### src/rtl/nw_bandless_scorer.sv
// Needleman-Wunsch global alignment scorer, one DP row per clock.
// Full-width rows (no band), saturating signed arithmetic throughout.
module nw_bandless_scorer #(
    parameter int MAXLEN   = 16,
    parameter int CWIDTH   = 2,
    parameter int SWIDTH   = 16,
    parameter int MATCH    = 1,
    parameter int MISMATCH = -1,
    parameter int INDEL    = -1,
    localparam int LW      = $clog2(MAXLEN + 1)
) (
    input  logic                       clk,
    input  logic                       rst_n,
    input  logic                       in_valid,
    output logic                       in_ready,
    input  logic [MAXLEN*CWIDTH-1:0]   s1,
    input  logic [MAXLEN*CWIDTH-1:0]   s2,
    input  logic [LW-1:0]              len1,
    input  logic [LW-1:0]              len2,
    output logic                       out_valid,
    input  logic                       out_ready,
    output logic signed [SWIDTH-1:0]   score,
    output logic                       busy
);

    typedef enum logic [1:0] {
        IDLE,
        ROW,
        DONE
    } state_t;

    localparam logic signed [63:0] SMAX = (64'sd1 <<< (SWIDTH - 1)) - 64'sd1;
    localparam logic signed [63:0] SMIN = -(64'sd1 <<< (SWIDTH - 1));

    state_t r_state;
    state_t w_next;

    logic [MAXLEN*CWIDTH-1:0]  r_s1;
    logic [MAXLEN*CWIDTH-1:0]  r_s2;
    logic [LW-1:0]             r_len1;
    logic [LW-1:0]             r_len2;
    logic [LW-1:0]             r_i;
    logic signed [SWIDTH-1:0]  r_h [0:MAXLEN];
    logic signed [SWIDTH-1:0]  r_score;

    logic [LW-1:0]             w_l1;
    logic [LW-1:0]             w_l2;
    logic                      w_zero;
    logic [CWIDTH-1:0]         w_a;
    logic signed [SWIDTH-1:0]  w_new [0:MAXLEN];
    logic signed [SWIDTH-1:0]  w_fin;

    function automatic logic signed [SWIDTH-1:0] f_sat(
        input logic signed [63:0] v
    );
        logic signed [63:0] c;
        if (v > SMAX) begin
            c = SMAX;
        end else if (v < SMIN) begin
            c = SMIN;
        end else begin
            c = v;
        end
        return SWIDTH'(c);
    endfunction

    function automatic logic signed [SWIDTH-1:0] f_add(
        input logic signed [SWIDTH-1:0] a,
        input int                       b
    );
        return f_sat(64'(a) + 64'(b));
    endfunction

    // n * INDEL, clamped; equals n saturating additions of INDEL
    function automatic logic signed [SWIDTH-1:0] f_mul(
        input logic signed [63:0] n
    );
        return f_sat(n * 64'(INDEL));
    endfunction

    function automatic logic signed [SWIDTH-1:0] f_max(
        input logic signed [SWIDTH-1:0] a,
        input logic signed [SWIDTH-1:0] b
    );
        return (a > b) ? a : b;
    endfunction

    assign w_l1   = (len1 > LW'(MAXLEN)) ? LW'(MAXLEN) : len1;
    assign w_l2   = (len2 > LW'(MAXLEN)) ? LW'(MAXLEN) : len2;
    assign w_zero = (w_l1 == '0) || (w_l2 == '0);

    // Next DP row from the stored row; left-to-right chain in one cycle
    always_comb begin
        w_a = '0;
        for (int k = 0; k < MAXLEN; k++) begin
            if (r_i == LW'(k + 1)) begin
                w_a = r_s1[k*CWIDTH +: CWIDTH];
            end
        end
        w_new[0] = f_mul(64'($signed({1'b0, r_i})));
        for (int j = 1; j <= MAXLEN; j++) begin
            w_new[j] = f_max(
                f_max(f_add(r_h[j], INDEL), f_add(w_new[j-1], INDEL)),
                f_add(r_h[j-1],
                      (w_a == r_s2[(j-1)*CWIDTH +: CWIDTH]) ? MATCH : MISMATCH));
        end
    end

    assign w_fin = w_new[r_len2];

    // State register
    always_ff @(posedge clk or negedge rst_n) begin
        if (!rst_n) begin
            r_state <= IDLE;
        end else begin
            r_state <= w_next;
        end
    end

    // Next-state selection
    always_comb begin
        w_next = r_state;
        unique case (r_state)
            IDLE: begin
                if (in_valid) begin
                    w_next = w_zero ? DONE : ROW;
                end
            end
            ROW: begin
                if (r_i == r_len1) begin
                    w_next = DONE;
                end
            end
            DONE: begin
                if (out_ready) begin
                    w_next = IDLE;
                end
            end
            default: w_next = IDLE;
        endcase
    end

    // Job capture, row buffer update and final score
    always_ff @(posedge clk or negedge rst_n) begin
        if (!rst_n) begin
            r_s1    <= '0;
            r_s2    <= '0;
            r_len1  <= '0;
            r_len2  <= '0;
            r_i     <= '0;
            r_score <= '0;
            for (int j = 0; j <= MAXLEN; j++) begin
                r_h[j] <= '0;
            end
        end else begin
            unique case (r_state)
                IDLE: begin
                    if (in_valid) begin
                        r_s1   <= s1;
                        r_s2   <= s2;
                        r_len1 <= w_l1;
                        r_len2 <= w_l2;
                        r_i    <= LW'(1);
                        for (int j = 0; j <= MAXLEN; j++) begin
                            r_h[j] <= f_mul(64'(j));
                        end
                        if (w_zero) begin
                            r_score <= f_mul(64'($signed({1'b0, w_l1}))
                                           + 64'($signed({1'b0, w_l2})));
                        end
                    end
                end
                ROW: begin
                    for (int j = 0; j <= MAXLEN; j++) begin
                        r_h[j] <= w_new[j];
                    end
                    if (r_i == r_len1) begin
                        r_score <= w_fin;
                    end else begin
                        r_i <= r_i + LW'(1);
                    end
                end
                default: begin
                end
            endcase
        end
    end

    assign in_ready  = (r_state == IDLE);
    assign out_valid = (r_state == DONE);
    assign busy      = (r_state != IDLE);
    assign score     = r_score;

endmodule

### config.mk
export PLATFORM = sky130hd
export DESIGN_NAME = nw_bandless_scorer
export DESIGN_NICKNAME = d
export VERILOG_FILES = /design/src/rtl/nw_bandless_scorer.sv
export SDC_FILE = /design/constraint.sdc
export NUM_CORES = 2
export LEC_CHECK = 0
export CORE_MARGIN = 5
export CORE_UTILIZATION = 45
export DETAILED_ROUTE_END_ITERATION = 8
export DONT_BUFFER_PORTS = 1
export SETUP_SLACK_MARGIN = 0.1
export SYNTH_ARGS = -nofsm -noshare
export SYNTH_HDL_FRONTEND = slang
export SYNTH_SLANG_ARGS = --single-unit
### constraint.sdc
create_clock -name clk -period 256.9 [get_ports clk]
set_input_delay 51.38 -clock clk [delete_from_list [all_inputs] [get_ports clk]]
set_output_delay 51.38 -clock clk [all_outputs]
set_load 0.05 [all_outputs]
* After elaboration in Yosys (flattened, before gate mapping)
Index checks and enable logic that the tools add are counted.
Storage, ports and cells: logic and storage cells 446, input port bits 78, register bits 369, output and inout port bits 19
Cells by class: muxes and demuxes 183, $lt $le $gt $ge 135, add/subtract/negate cells 52, equal/unequal tests 40, bitwise gates (word level) 1, reduce and logical (&&, ||, !) cells 11
Operators with widths (number):
- 16-bit 2-to-1 mux | 137
- 16-bit by 1-bit adder with 17-bit output, second input constant | 32
- 17-bit by 16-bit > comparator with 1-bit output, second input constant | 32
- 17-bit by 16-bit less-than comparator with 1-bit output, second input constant | 32
- 272-bit one-hot mux with 2 select lines | 1
- 16-bit by 32-bit adder with 33-bit output | 16
- 33-bit by 16-bit > comparator with 1-bit output, second input constant | 16
- 33-bit by 16-bit less-than comparator with 1-bit output, second input constant | 16
- 16-bit > comparator | 32
- 32-bit 2-to-1 mux | 16
- 272-bit 2-to-1 mux | 1
- 64-bit by 16-bit > comparator with 1-bit output, second input constant | 2
- 64-bit by 16-bit less-than comparator with 1-bit output, second input constant | 2
- 16-bit binary-select mux with 5-bit select | 1
- 5-bit negation with 64-bit output | 1
- 6-bit negation with 64-bit output | 1
- 5-bit by 4-bit equality test with 1-bit output, second input constant | 8
- 2-bit 2-to-1 mux | 20
- 2-bit equality test | 16
- 16-bit one-hot mux with 2 select lines | 1
- 5-bit by 3-bit equality test with 1-bit output, second input constant | 4
- 5-bit 2-to-1 mux | 4
- 5-bit by 2-bit equality test with 1-bit output, second input constant | 2
- 5-bit > comparator, second input constant | 2
- other kinds (20) | 27

* Depth between registers and ports, before layout
word-level depth 150, depth in mapped cells 702, mapped depth without buffers 647

* Least setup slack after synthesis
Ideal clock, no wire load.
path type register to register, start point register r_i[0], end point register r_h[2] in the netlist's numbering, buffers on the path 65, clock period less this slack 111160 ps, cell stages (with the launch flop) 663, setup slack 145740 ps, data arrival time 111031 ps, setup time 129 ps, data required time 256771 ps, cells stage by stage dfrtp_1 inv_1 ha_1 buf_2 nor2b_1 a22oi_1 o22ai_1 a21oi_1 a2111oi_0 a31oi_1 nor2_1 a21oi_1 o21ai_1 clkbuf_1 xnor2_1 nand2_1 fa_1 a211o_1 [627 not listed] nand2b_1 ha_1 nor2b_1 o21a_1 o21ai_0 nand2b_1 a21oi_1 nor2b_1 o21ai_0 nand2b_1 a21oi_1 nor3_1 o31ai_1 clkbuf_1 clkbuf_1 a21oi_1 o21ai_1 o21ai_1
On the way: cells in the longest elaborated chain, start to end 146, elaborated cells between the ends (all ways) 294, those cells by class add/sub: 33; order compare: 98; eq/ne: 32; mux: 131
Ends and longest elaborated chain:
- start: declaration | line 42 | logic [LW-1:0] r_i;
- start signal: assignment | line 180 | r_i <= r_i + LW'(1);
- branches (longest 144 deep; another with 5-bit negation with 64-bit output)
- 16-bit 2-to-1 mux * | line 85 | return (a > b) ? a : b;
- 272-bit one-hot mux with 2 select lines * | line 156 | unique case (r_state)
- end signal: indexed assignment | line 165 | r_h[j] <= f_mul(64'(j));
- end signal: indexed assignment | line 175 | r_h[j] <= w_new[j];
- end: declaration | line 43 | logic signed [SWIDTH-1:0] r_h [0:MAXLEN];
Mark *: on every way between the ends. A chain may end at the register's enable or synchronous reset.

* Final worst setup path
start point register r_i[0], end point register r_score[1] (netlist: score[1])
On the way: cells in the longest elaborated chain, start to end 150, elaborated cells between the ends (all ways) 301, those cells by class add/sub: 33; order compare: 98; eq/ne: 34; mux: 135; reduce/logical: 1
Ends and longest elaborated chain:
- branches (longest 150 deep; another with 5-bit negation with 64-bit output)
- end signal: assignment | line 168 | r_score <= f_mul(64'($signed({1'b0, w_l1}))
- end signal: assignment | line 178 | r_score <= w_fin;
- end: declaration | line 44 | logic signed [SWIDTH-1:0] r_score;
Several ways; the timed one is not identified. The select of a mux whose other input is x is not followed.

==> flow_summary_export.csv <==
group,metric,value,unit
setup_path,reg2regPathDepth,601,
setup_path,timing.rr.end,"score[1]",
clocking,postCtsSetupRepairBufs,0,
final_layout,drive_gt1_frac,0.06390,
floorplanning,die_w,407.5,µm
final_layout,final_util,0.4777,
drt,wl_per_cell,26.18,µm
setup_path,cp_data_required_time,257490,ps
grt,grt_pass1_vias,72830,
timing,finalCritPeriodShare,0.5172,
drt,wl,309.5,mm
setup_path,cp-endpoint,"score[1]",
timing,fmax,7.526,MHz
timing,finClkSkew,48.44,ps
status,outcome,"finished clean",
logic_synthesis,synth_top_area_cell,"ha_1",
setup_path,arrival,133470,ps
final_layout,nets,10670,
drt,drt_iter0_drc,8632,
logic_synthesis,seq_area_frac_synth,0.1277,
timing,period_needed,132870,ps
logic_synthesis,ys_warn_count,0,
flow_run,cap_violations,0,
clocking,cts.path.max_buffers,3,
floorplanning,rows,145,
floorplanning,design.core.area,0.1568,mm²
clocking,clkSinkCount,363,
timing,rsz0062_at_grt,"false",
grt,grt_max_degree,364,
timing,max_slew_margin,0.1197,
logic_synthesis,netlist_instances,9972,
setup_path,r2r_setup_slack,124030,ps
drt,drt-pass1-iter-count,7,
setup_path,crit_start,"r_i[0]",
logic_synthesis,synth.net_count,10920,
timing,finalSetupViolCount,0,
clocking,clockRootBuffer,"clkbuf_16",
setup_path,critical_path_class,"register to register",
clocking,cts.repair.resized,0,
timing,final.setup.tns,0,ps
setup_path,max_stage_delay,1000,ps
placement,dp_hpwl,248.2,mm
drt,dr_total_vias,77590,
final_layout,postLayoutCellArea,0.07488,mm²
grt,overflow,0,
final_layout,layout_commonest_cell,"nand2_1",
timing,worst_slew_pin_slew,1318,ps
logic_synthesis,synth_top_area_share,0.1441,
timing,hold_viol,0,
clocking,cts_hold_buf,0,
clocking,cts_tree,"yes",
final_layout,synthToLayoutAreaGrowth,5.294,%
logic_synthesis,synth-seq-cells,363,
logic_synthesis,synth.area.top_cells,"ha_1 (14%), dfrtp_1 (13%), a21oi_1 (6.9%), o21ai_0 (5.9%), nand2_1 (5.4%)",
timing,report.final.slew_viol_count,0,
drt,via_per_inst,6.561,
placement,placed_area,0.07299,mm²
floorplanning,ios,97,
placement,dp_slack,127760,ps
setup_path,start_kind,"register",
setup_path,cp_max_fo,31,
clocking,htree_levels,2,
grt,grtUsageTotal,0.3530,
logic_synthesis,synth_edf_count,0,
logic_synthesis,synth_cell_types,148,
clocking,clk_latency,720,ps
setup_path,crit_top_cell,"a21oi_1",
grt,grt_pass1_wl,460.9,mm
drt,ant_nets,0,
setup_path,reg2reg_from,"r_i[0]",
floorplanning,die_h,407.5,µm
clocking,clkTransAtPathRegs,70,ps
grt,antenna_found_initial,15,
placement,port_buffers,0,
setup_path,critical-path-slowest-cell,"o31ai_4",
logic_synthesis,ys.flop_type,"dfrtp_1",
floorplanning,fp.dieArea,0.1661,mm²
clocking,cts_buffers,54,
final_layout,final_cell_mix,"nand2_1 (1,021), nor2_1 (988), a21oi_1 (979)",
setup_path,endpoint_kind,"register",
logic_synthesis,netlist_area,0.07111,mm²
placement,gp_congestion,1.040,
worst_hold_path,min_path_type,"register to register",
logic_synthesis,async_flop_share,1.000,
floorplanning,start_util,0.4537,
logic_synthesis,postSynthAreaPerCell,7.131,µm²
timing,setup_slack,124030,ps
drt,drc,0,
state kept, by name, indices dropped and copies added, names as in the netlist:
name	flops
r_s2	32
r_len1	5
r_h	266
r_s1	32
r_i	5
score	16
r_state	2
r_len2	5
cell usage after synthesis (116+ instances only):
cell      number
a21o_1       187
a21oi_1      979
a31oi_1      129
clkbuf_1     352
dfrtp_1      363
ha_1         819
inv_1        469
nand2_1     1023
nand2b_1     136
nand3_1      219
nand4_1      180
nor2_1       990
nor2b_1      173
nor3_1       273
nor4_1       116
o21ai_0      833
o21bai_1     158
xnor2_1      348
xor2_1       182
layout make-up:
type / count / area, µm²
Timing Repair Buffer: 127 / 953.4
Fill cell: 15930 / 81870
Clock buffer: 69 / 1488
Sequential cell: 363 / 9091
Inverter: 484 / 1817
Multi-Input combinational cell: 8689 / 58550
Clock inverter: 33 / 397.9
Tap cell: 2058 / 2575
Antenna cell: 2 / 5.005
how the worst min path moves through the flow:
stage | from | cells past startpoint | slack [ps] | end
after floorplan | r_s1[13] | 2 | 440 | r_s1[13]
after global placement | r_h[270] | 2 | 470 | r_h[270]
after detailed placement | r_s1[30] | 2 | 470 | r_s1[30]
after CTS | r_s1[30] | 2 | 490 | r_s1[30]
after global routing | r_h[268] | 2 | 520 | r_h[268]
final | r_h[269] | 2 | 480 | r_h[269]
cells by family after synthesis:
group,count (synthesis),synth area share
simple gates,3756,0.2597
compound gates,3314,0.2991
buf+inv,920,0.05102
fa+ha+maj,870,0.1582
xor+xnor,530,0.06527
flops,363,0.1277
mux,219,0.03904
metal layers:
metal	track usage	share of wire	vias up	wire length (µm)
met1	0.4855	0.43	37160	134600
met2	0.5525	0.43	3552	134400
met3	0.06546	0.090	659	27900
met5	0	0.00013	-	40
li1	-	-	36210	-
met4	0.1284	0.041	6	12650
critical path: cells and delay by family, from the launching register on:
kind / cells / cell delay (ps)
compound gates: 252 / 53470
simple gates: 250 / 50170
fa+ha+maj: 43 / 13770
buf+inv: 36 / 9310
mux: 16 / 4630
xor+xnor: 4 / 730
flops: 1 / 480
metrics by stage:
step                      hold WS, ps  cells
after floorplan                 440.3   9972
after global placement          467.9  11720
after detailed placement        471.1  11720
after CTS                       486.2  11820
after global routing            516.8  11820
final                           483.3  11830
Power is left out: the tool's default activity adds up to more than one toggle a clock period on the data nets, which glitch-free logic cannot reach.
